--- src/rtl/serv_wb_timer.sv ---
// serv_wb_timer: Wishbone classic machine timer (mtime/mtimecmp) with a
// programmable prescaler, driving the SERV core's timer interrupt.
//
// Build option: define SERV_WB_TIMER_MTIME64_EN for 64-bit mtime/mtimecmp
// with read/write HI registers. Without it the timer is 32 bits wide and
// the HI registers read 0 and ignore writes.
//
// Register map (adr[4:2]):
//   0 MTIME_LO, 1 MTIME_HI, 2 MTIMECMP_LO, 3 MTIMECMP_HI,
//   4 CTRL {DIV at [8 +: PRESCALE_W], EN at [0]}, 5-7 unmapped (read 0).
// PRESCALE_W must be at most 24 so DIV fits in the 32-bit CTRL word.

module serv_wb_timer #(
   parameter int unsigned PRESCALE_W = 8,
   parameter bit          RESET_EN   = 1'b0
) (
   input  logic        i_clk,
   input  logic        i_rst_n,
   input  logic [4:0]  i_wb_adr,
   input  logic [31:0] i_wb_dat,
   input  logic [3:0]  i_wb_sel,
   input  logic        i_wb_we,
   input  logic        i_wb_cyc,
   output logic [31:0] o_wb_rdt,
   output logic        o_wb_ack,
   output logic        o_timer_irq
);

`ifdef SERV_WB_TIMER_MTIME64_EN
   localparam int unsigned TIME_W = 64;
`else
   localparam int unsigned TIME_W = 32;
`endif

   localparam logic [2:0] REG_MTIME_LO    = 3'd0;
   localparam logic [2:0] REG_MTIME_HI    = 3'd1;
   localparam logic [2:0] REG_MTIMECMP_LO = 3'd2;
   localparam logic [2:0] REG_MTIMECMP_HI = 3'd3;
   localparam logic [2:0] REG_CTRL        = 3'd4;

   // Replace the byte lanes of old_val selected by lanes with new_val.
   function automatic logic [31:0] merge_lanes(input logic [31:0] old_val,
                                               input logic [31:0] new_val,
                                               input logic [3:0]  lanes);
      logic [31:0] res;
      res = old_val;
      for (int b = 0; b < 4; b++) begin
         if (lanes[b]) res[8*b +: 8] = new_val[8*b +: 8];
      end
      return res;
   endfunction

   // State
   logic                  ack_q;
   logic [31:0]           rdt_q, rdt_d;
   logic                  irq_q, irq_d;
   logic [TIME_W-1:0]     mtime_q, mtime_d;
   logic [TIME_W-1:0]     mtimecmp_q, mtimecmp_d;
   logic                  en_q, en_d;
   logic [PRESCALE_W-1:0] div_q, div_d;
   logic [PRESCALE_W-1:0] pre_q, pre_d;

   // Decode
   logic        access;
   logic        wr;
   logic [2:0]  reg_sel;
   logic        wr_mtime_lo, wr_mtime_hi;
   logic        wr_cmp_lo, wr_cmp_hi;
   logic        wr_ctrl;
   logic        tick;

   // 32-bit views of the timer registers for the bus
   logic [31:0] mtime_lo, mtime_hi, cmp_lo, cmp_hi;
   logic [31:0] ctrl_rd, ctrl_new;
   logic        unused_bits;

   // An access is serviced on the edge that raises ack.
   assign access  = i_wb_cyc & ~ack_q;
   // A write with no byte lanes enabled is not a write at all.
   assign wr      = access & i_wb_we & (|i_wb_sel);
   assign reg_sel = i_wb_adr[4:2];

   assign wr_mtime_lo = wr & (reg_sel == REG_MTIME_LO);
   assign wr_cmp_lo   = wr & (reg_sel == REG_MTIMECMP_LO);
   assign wr_ctrl     = wr & (reg_sel == REG_CTRL);

`ifdef SERV_WB_TIMER_MTIME64_EN
   assign wr_mtime_hi = wr & (reg_sel == REG_MTIME_HI);
   assign wr_cmp_hi   = wr & (reg_sel == REG_MTIMECMP_HI);
   assign mtime_lo    = mtime_q[31:0];
   assign mtime_hi    = mtime_q[63:32];
   assign cmp_lo      = mtimecmp_q[31:0];
   assign cmp_hi      = mtimecmp_q[63:32];
`else
   assign wr_mtime_hi = 1'b0;
   assign wr_cmp_hi   = 1'b0;
   assign mtime_lo    = mtime_q;
   assign mtime_hi    = '0;
   assign cmp_lo      = mtimecmp_q;
   assign cmp_hi      = '0;
`endif

   assign tick = en_q & (pre_q == div_q);

   // CTRL read image and its byte-lane-merged write image
   always_comb begin
      ctrl_rd                   = '0;
      ctrl_rd[0]                = en_q;
      ctrl_rd[8 +: PRESCALE_W]  = div_q;
      ctrl_new                  = merge_lanes(ctrl_rd, i_wb_dat, i_wb_sel);
   end

   // Low address bits and reserved CTRL bits carry no information.
   assign unused_bits = ^{i_wb_adr[1:0], ctrl_new};

   // Control register and prescaler next state
   always_comb begin
      en_d  = en_q;
      div_d = div_q;
      pre_d = pre_q;
      if (wr_ctrl) begin
         en_d  = ctrl_new[0];
         div_d = ctrl_new[8 +: PRESCALE_W];
         pre_d = '0;
      end else if (en_q) begin
         pre_d = tick ? '0 : pre_q + 1'b1;
      end
   end

   // mtime next state: a bus write to either half wins over a tick
   always_comb begin
      mtime_d = mtime_q;
      if (wr_mtime_lo || wr_mtime_hi) begin
`ifdef SERV_WB_TIMER_MTIME64_EN
         if (wr_mtime_lo) mtime_d[31:0]  = merge_lanes(mtime_q[31:0], i_wb_dat, i_wb_sel);
         if (wr_mtime_hi) mtime_d[63:32] = merge_lanes(mtime_q[63:32], i_wb_dat, i_wb_sel);
`else
         mtime_d = merge_lanes(mtime_q, i_wb_dat, i_wb_sel);
`endif
      end else if (tick) begin
         mtime_d = mtime_q + TIME_W'(1);
      end
   end

   // mtimecmp next state
   always_comb begin
      mtimecmp_d = mtimecmp_q;
`ifdef SERV_WB_TIMER_MTIME64_EN
      if (wr_cmp_lo) mtimecmp_d[31:0]  = merge_lanes(mtimecmp_q[31:0], i_wb_dat, i_wb_sel);
      if (wr_cmp_hi) mtimecmp_d[63:32] = merge_lanes(mtimecmp_q[63:32], i_wb_dat, i_wb_sel);
`else
      if (wr_cmp_lo) mtimecmp_d = merge_lanes(mtimecmp_q, i_wb_dat, i_wb_sel);
`endif
   end

   // Read data mux; data is zero whenever no read is being acked
   always_comb begin
      rdt_d = '0;
      if (access && !i_wb_we) begin
         case (reg_sel)
            REG_MTIME_LO:    rdt_d = mtime_lo;
            REG_MTIME_HI:    rdt_d = mtime_hi;
            REG_MTIMECMP_LO: rdt_d = cmp_lo;
            REG_MTIMECMP_HI: rdt_d = cmp_hi;
            REG_CTRL:        rdt_d = ctrl_rd;
            default:         rdt_d = '0;
         endcase
      end
   end

   // Interrupt compares the current registers, so it lags them by one cycle
   always_comb begin
      irq_d = en_q & (mtime_q >= mtimecmp_q);
   end

   // State registers
   always_ff @(posedge i_clk or negedge i_rst_n) begin
      if (!i_rst_n) begin
         ack_q      <= 1'b0;
         rdt_q      <= '0;
         irq_q      <= 1'b0;
         mtime_q    <= '0;
         mtimecmp_q <= '1;
         en_q       <= RESET_EN;
         div_q      <= '0;
         pre_q      <= '0;
      end else begin
         ack_q      <= i_wb_cyc & ~ack_q;
         rdt_q      <= rdt_d;
         irq_q      <= irq_d;
         mtime_q    <= mtime_d;
         mtimecmp_q <= mtimecmp_d;
         en_q       <= en_d;
         div_q      <= div_d;
         pre_q      <= pre_d;
      end
   end

   assign o_wb_ack    = ack_q;
   assign o_wb_rdt    = rdt_q;
   assign o_timer_irq = irq_q;

endmodule

--- config.mk ---
export PLATFORM = sky130hd
export DESIGN_NAME = serv_wb_timer
export DESIGN_NICKNAME = d
export VERILOG_FILES = /design/src/rtl/serv_wb_timer.sv
export SDC_FILE = /design/constraint.sdc
export NUM_CORES = 1
export LEC_CHECK = 0
export CAP_MARGIN = 30
export CELL_PAD_IN_SITES_DETAIL_PLACEMENT = 0
export CELL_PAD_IN_SITES_GLOBAL_PLACEMENT = 2
export CORE_MARGIN = 2
export CORE_UTILIZATION = 32
export DETAILED_ROUTE_END_ITERATION = 12
export PLACE_DENSITY = 0.72
export SYNTH_ARGS = -nofsm -noshare
export SYNTH_HDL_FRONTEND = slang
export SYNTH_SLANG_ARGS = --single-unit
--- constraint.sdc ---
create_clock -name i_clk -period 1.77 [get_ports i_clk]
set_input_delay 0.2655 -clock i_clk [delete_from_list [all_inputs] [get_ports i_clk]]
set_output_delay 0.2655 -clock i_clk [all_outputs]
set_load 0.005 [all_outputs]
==> results by group <==
Power and ir drop
  • Logic pwr share: 0.311
  • Switching Fraction: 0.2987
  • Power per standard cell area: around 960 nW/um^2
  • Proportion of power drawn by flip-flops and latches: 0.348
  • Maximum vdd ir drop: 675.9 uV
  • Design internal power: 6773 uW
  • Power spent charging and discharging nets: 2885 uW
  • Leakage: 0.004433 uW
  • Clk network pwr share: 0.341

Yosys
  • Synth Area in Adders: 0.06546
  • Cell with the most instances after synthesis: sky130_fd_sc_hd__dfrtp_1
  • Total of flip-flops plus latches after synthesis: 115
  • Largest area contributor in the synthesized netlist: sky130_fd_sc_hd__dfrtp_1
  • Fraction of the mapped netlist area in compound gates: 0.1448
  • Main combinational cell family by area after synthesis: simple AND/OR/NAND/NOR gates
  • Seq/Total Area, Yosys: 0.4490
  • Synth top area cells: sky130_fd_sc_hd__dfrtp_1 32%, sky130_fd_sc_hd__dfstp_2 13%, sky130_fd_sc_hd__mux2_2 6.9%
  • Number of enable-type register cells in the synthesized netlist: 0
  • Synth Warn #: 0
  • Mean Syn Cell Area: 9.817 sq um
  • Distinct cell type count after synthesis: 59
  • Most used DFF post-synth: sky130_fd_sc_hd__dfrtp_1
  • Post-synth top area share: 0.3196
  • Gate count after technology mapping: 662
  • Async SR Flop Fraction: 1.000
  • Post-synthesis simple-gate area fraction: 0.1960
  • Syn nets: around 740
  • Mux share of post-synthesis cell area: 0.08645
  • Most instantiated cells after synthesis: 83 x sky130_fd_sc_hd__dfrtp_1, 78 x sky130_fd_sc_hd__nor2_1, 40 x sky130_fd_sc_hd__mux2_2
  • Cell area after synthesis: roughly 6500 sq um
  • Xor and xnor area share after synthesis: 0.01482

Finish
  • Total area of multi-input combinational cells: approximately 3900 sq um
  • Core utilization of the finished layout: 0.5010
  • Register Area: roughly 2900 sq um
  • Antenna diode count: 0
  • Fin nets: 979
  • Number of cells in the finished layout apart from fillers: approximately 1,200
  • Fraction of final layout cells with drive strength greater than 1: 0.3914
  • Number of filler instances in the final layout: 1,842
  • Final instance area: 10,070 sq um
  • Area growth from synthesis to layout: 54.99%

Clock tree
  • CTS clk-pin slew, worst paths: 0.05 ns
  • Sink Count: about 120
  • Clock tree from TritonCTS: done
  • CTS root buf: sky130_fd_sc_hd__clkbuf_16
  • CTS Buf Count: 17
  • Latest clock arrival within the worst-skew pair: 0.42 ns
  • H-tree lvl count: 4
  • Maximum number of buffers from clock root to sink: 2

STA
  • Worst hold slack: 0.3874 ns
  • Final min period: between 1.5 and 2 ns
  • Final setup violation count: 4
  • Max-Slew Margin vs Limit: 0.4464
  • Highest clock rate: 517.7 MHz
  • Final worst-path cycle share: 1.091
  • Final total negative setup slack: -0.1879 ns
  • Number of failing hold endpoints at the final stage: 0
  • Actual transition at the worst max-transition pin: roughly 0.83 ns
  • RSZ-0062 raised after global routing: true
  • Post-Route Skew: between 0.01 and 0.015 ns
  • Number of max-slew violations in the final report: 0
  • Final worst setup slack: -0.1615 ns

Floorplan
  • Area of the core region: 20,100 sq um
  • X dimension of the die: 146.5 um
  • Count of boundary I/O pins: 79
  • Row cnt: 52
  • Die outline area: about 21,000 sq um
  • Effective utilization at floorplan: 0.3233
  • Vertical die dimension: roughly 150 um

Setup path
  • Data required, critical path: a little over 2 ns
  • CP arrival: between 2 and 2.5 ns
  • Crit Reg-Reg Endpoint: o_timer_irq$_DFF_PN0_
  • Critical path class: flip-flop to flip-flop
  • Critical Path Start Type: flip-flop
  • Nature of the critical path endpoint: flip-flop
  • R2R Setup Slk: -0.16 ns
  • RR Startpoint: cmp_lo[0]$_DFFE_PN1P_
  • Largest fanout on the critical path: 2
  • Path depth of the worst reg2reg path: 6

Global route
  • Wire length of the first global-routing pass: 34,270 um
  • Maximum number of pins on one net before global-route repair: between 70 and 80
  • Antenna violations before repair: 0
  • Remaining global-route overflow: 0
  • Via count of the first global-routing pass: 6,357
  • Total global routing track utilization: 0.2036

Route
  • DRC violations left: 0
  • Count of TritonRoute iterations in the first routing pass: 7
  • Via-to-Cell Ratio: 5.219
  • Post-DR wirelength/cell: 18.52 um
  • Count of routing violations after the opening detailed-route iteration: 317
  • Total via count in the routed design: 6,169
  • ANT nets after route: 0
  • Sum of routed wire length over all layers: roughly 22,000 um

Placement
  • Cell area after placement: 8698 sq um
  • Placed Instances: 1,132
  • Half-perimeter wire length of the detailed placement result: 15,760 um
  • IO Port Bufs: between 70 and 80
  • Gp weighted congestion: just over 0.9

Job
  • Max-cap violation count: 0

Hold path
  • Type of the worst min-delay path: primary input to async pin

Run status
  • Status: finished with violations
  • Violations in the final reports: setup timing
==> sequential cells by signal (all words and copies together) (netlist names) <==
| signal | flops |
|---|---|
| o_wb_ack | 1 |
| o_wb_rdt | 32 |
| o_timer_irq | 1 |
| pre_q | 8 |
| en_q | 1 |
| div_q | 8 |
| cmp_lo | 32 |
| mtime_lo | 32 |
==> power groups by stage <==
stage	clock network, uW	logic, uW	registers (uW)
detailed placement	0	2490	3350
global route	3510	3280	3410
global placement	0	2430	3350
floorplan	0	1150	3380
CTS	3380	2660	3340
finish	3290	3010	3360
==> cell type report <==
class	count	area share
Clock buffer	26	0.05056
Timing Repair Buffer	252	0.2214
Clock inverter	5	0.004969
Inverter	37	0.01379
Tap cell	270	0.03354
Multi-Input combinational cell	477	0.3858
Sequential cell	115	0.2899
==> placed cells by master (no fill, tap or decap), types with 4 or more instances in the layout <==
cell	instances
sky130_fd_sc_hd__a21oi_1	22
sky130_fd_sc_hd__a21oi_2	5
sky130_fd_sc_hd__a22oi_1	24
sky130_fd_sc_hd__a31oi_1	6
sky130_fd_sc_hd__and3_1	15
sky130_fd_sc_hd__and4_1	9
sky130_fd_sc_hd__buf_12	4
sky130_fd_sc_hd__buf_4	154
sky130_fd_sc_hd__buf_6	14
sky130_fd_sc_hd__clkbuf_1	4
sky130_fd_sc_hd__clkbuf_16	18
sky130_fd_sc_hd__clkbuf_8	5
sky130_fd_sc_hd__clkdlybuf4s50_1	67
sky130_fd_sc_hd__clkinv_2	4
sky130_fd_sc_hd__dfrtp_1	81
sky130_fd_sc_hd__dfstp_2	32
sky130_fd_sc_hd__dlygate4sd2_1	4
sky130_fd_sc_hd__dlymetal6s2s_1	4
sky130_fd_sc_hd__ha_1	28
sky130_fd_sc_hd__ha_4	6
sky130_fd_sc_hd__inv_1	37
sky130_fd_sc_hd__mux2_2	40
sky130_fd_sc_hd__mux2i_1	10
sky130_fd_sc_hd__nand2_1	34
sky130_fd_sc_hd__nand3_1	25
sky130_fd_sc_hd__nand3_2	5
sky130_fd_sc_hd__nand4_1	29
sky130_fd_sc_hd__nor2_1	76
sky130_fd_sc_hd__nor3_1	5
sky130_fd_sc_hd__o21a_1	8
sky130_fd_sc_hd__o21ai_0	9
sky130_fd_sc_hd__o22ai_1	7
sky130_fd_sc_hd__o2bb2a_4	6
sky130_fd_sc_hd__o31a_1	4
sky130_fd_sc_hd__xnor2_2	6
==> what timing repair did <==
item,CTS,global route
setup endpoints to repair,38,50
hold endpoints to repair,83,0
setup buffers,4,15
resized for setup,47,90
hold buffers,1,0
gates cloned,2,1
pin swaps,18,45
==> worst max path at each step <==
stage	slack [ns]	end	start
4_1_cts	-0.18	o_timer_irq$_DFF_PN0_	cmp_lo[0]$_DFFE_PN1P_
3_3_place_gp	-0.99	o_timer_irq$_DFF_PN0_	cmp_lo[0]$_DFFE_PN1P_
5_1_grt	-0.22	o_timer_irq$_DFF_PN0_	cmp_lo[23]$_DFFE_PN1P_
2_1_floorplan	-0.06	mtime_lo[3]$_DFFE_PN0P_	i_wb_sel[1]
3_5_place_dp	-0.86	o_timer_irq$_DFF_PN0_	cmp_lo[0]$_DFFE_PN1P_
6_report	-0.16	o_timer_irq$_DFF_PN0_	cmp_lo[0]$_DFFE_PN1P_
==> routing by layer <==
metal | track usage | up-vias | wire length, um
li1 | - | 2922 | -
met1 | 0.2796 | 3071 | 10150
met2 | 0.3295 | 158 | 10500
met3 | 0.04250 | 18 | 984
met4 | 0.05146 | 0 | 266
met5 | 0 | - | 0
==> worst max-delay path: stages (launching register included) <==
cell and delay [ns]:
sky130_fd_sc_hd__dfstp_2 0.55, sky130_fd_sc_hd__ha_4 0.19, sky130_fd_sc_hd__nand2b_4 0.14, sky130_fd_sc_hd__a2111oi_4 0.43, sky130_fd_sc_hd__o311ai_4 0.17, sky130_fd_sc_hd__a31oi_4 0.26
sky130_fd_sc_hd__o21ai_2 0.07
==> through the flow <==
stage	setup WS (ns)	power [uW]
final	-0.1615	9658
after global routing	-0.2169	10200
after CTS	-0.1778	9377
after detailed placement	-0.8603	5837
after global placement	-0.9889	5781
after floorplan	-0.06360	4535
==> cells by family (layout without fill, tap and decap cells) <==
kind of cell | after synthesis | after routing
AOI/OAI and AO/OA | 134 | 134
muxes | 51 | 51
xor gates and xnor gates | 11 | 11
and+or+nand+nor | 247 | 247
buffers and inverters | 70 | 320
adders and majority gates | 34 | 34
DFF | 115 | 115
No activity file was read; power rests on OpenSTA's default activity.
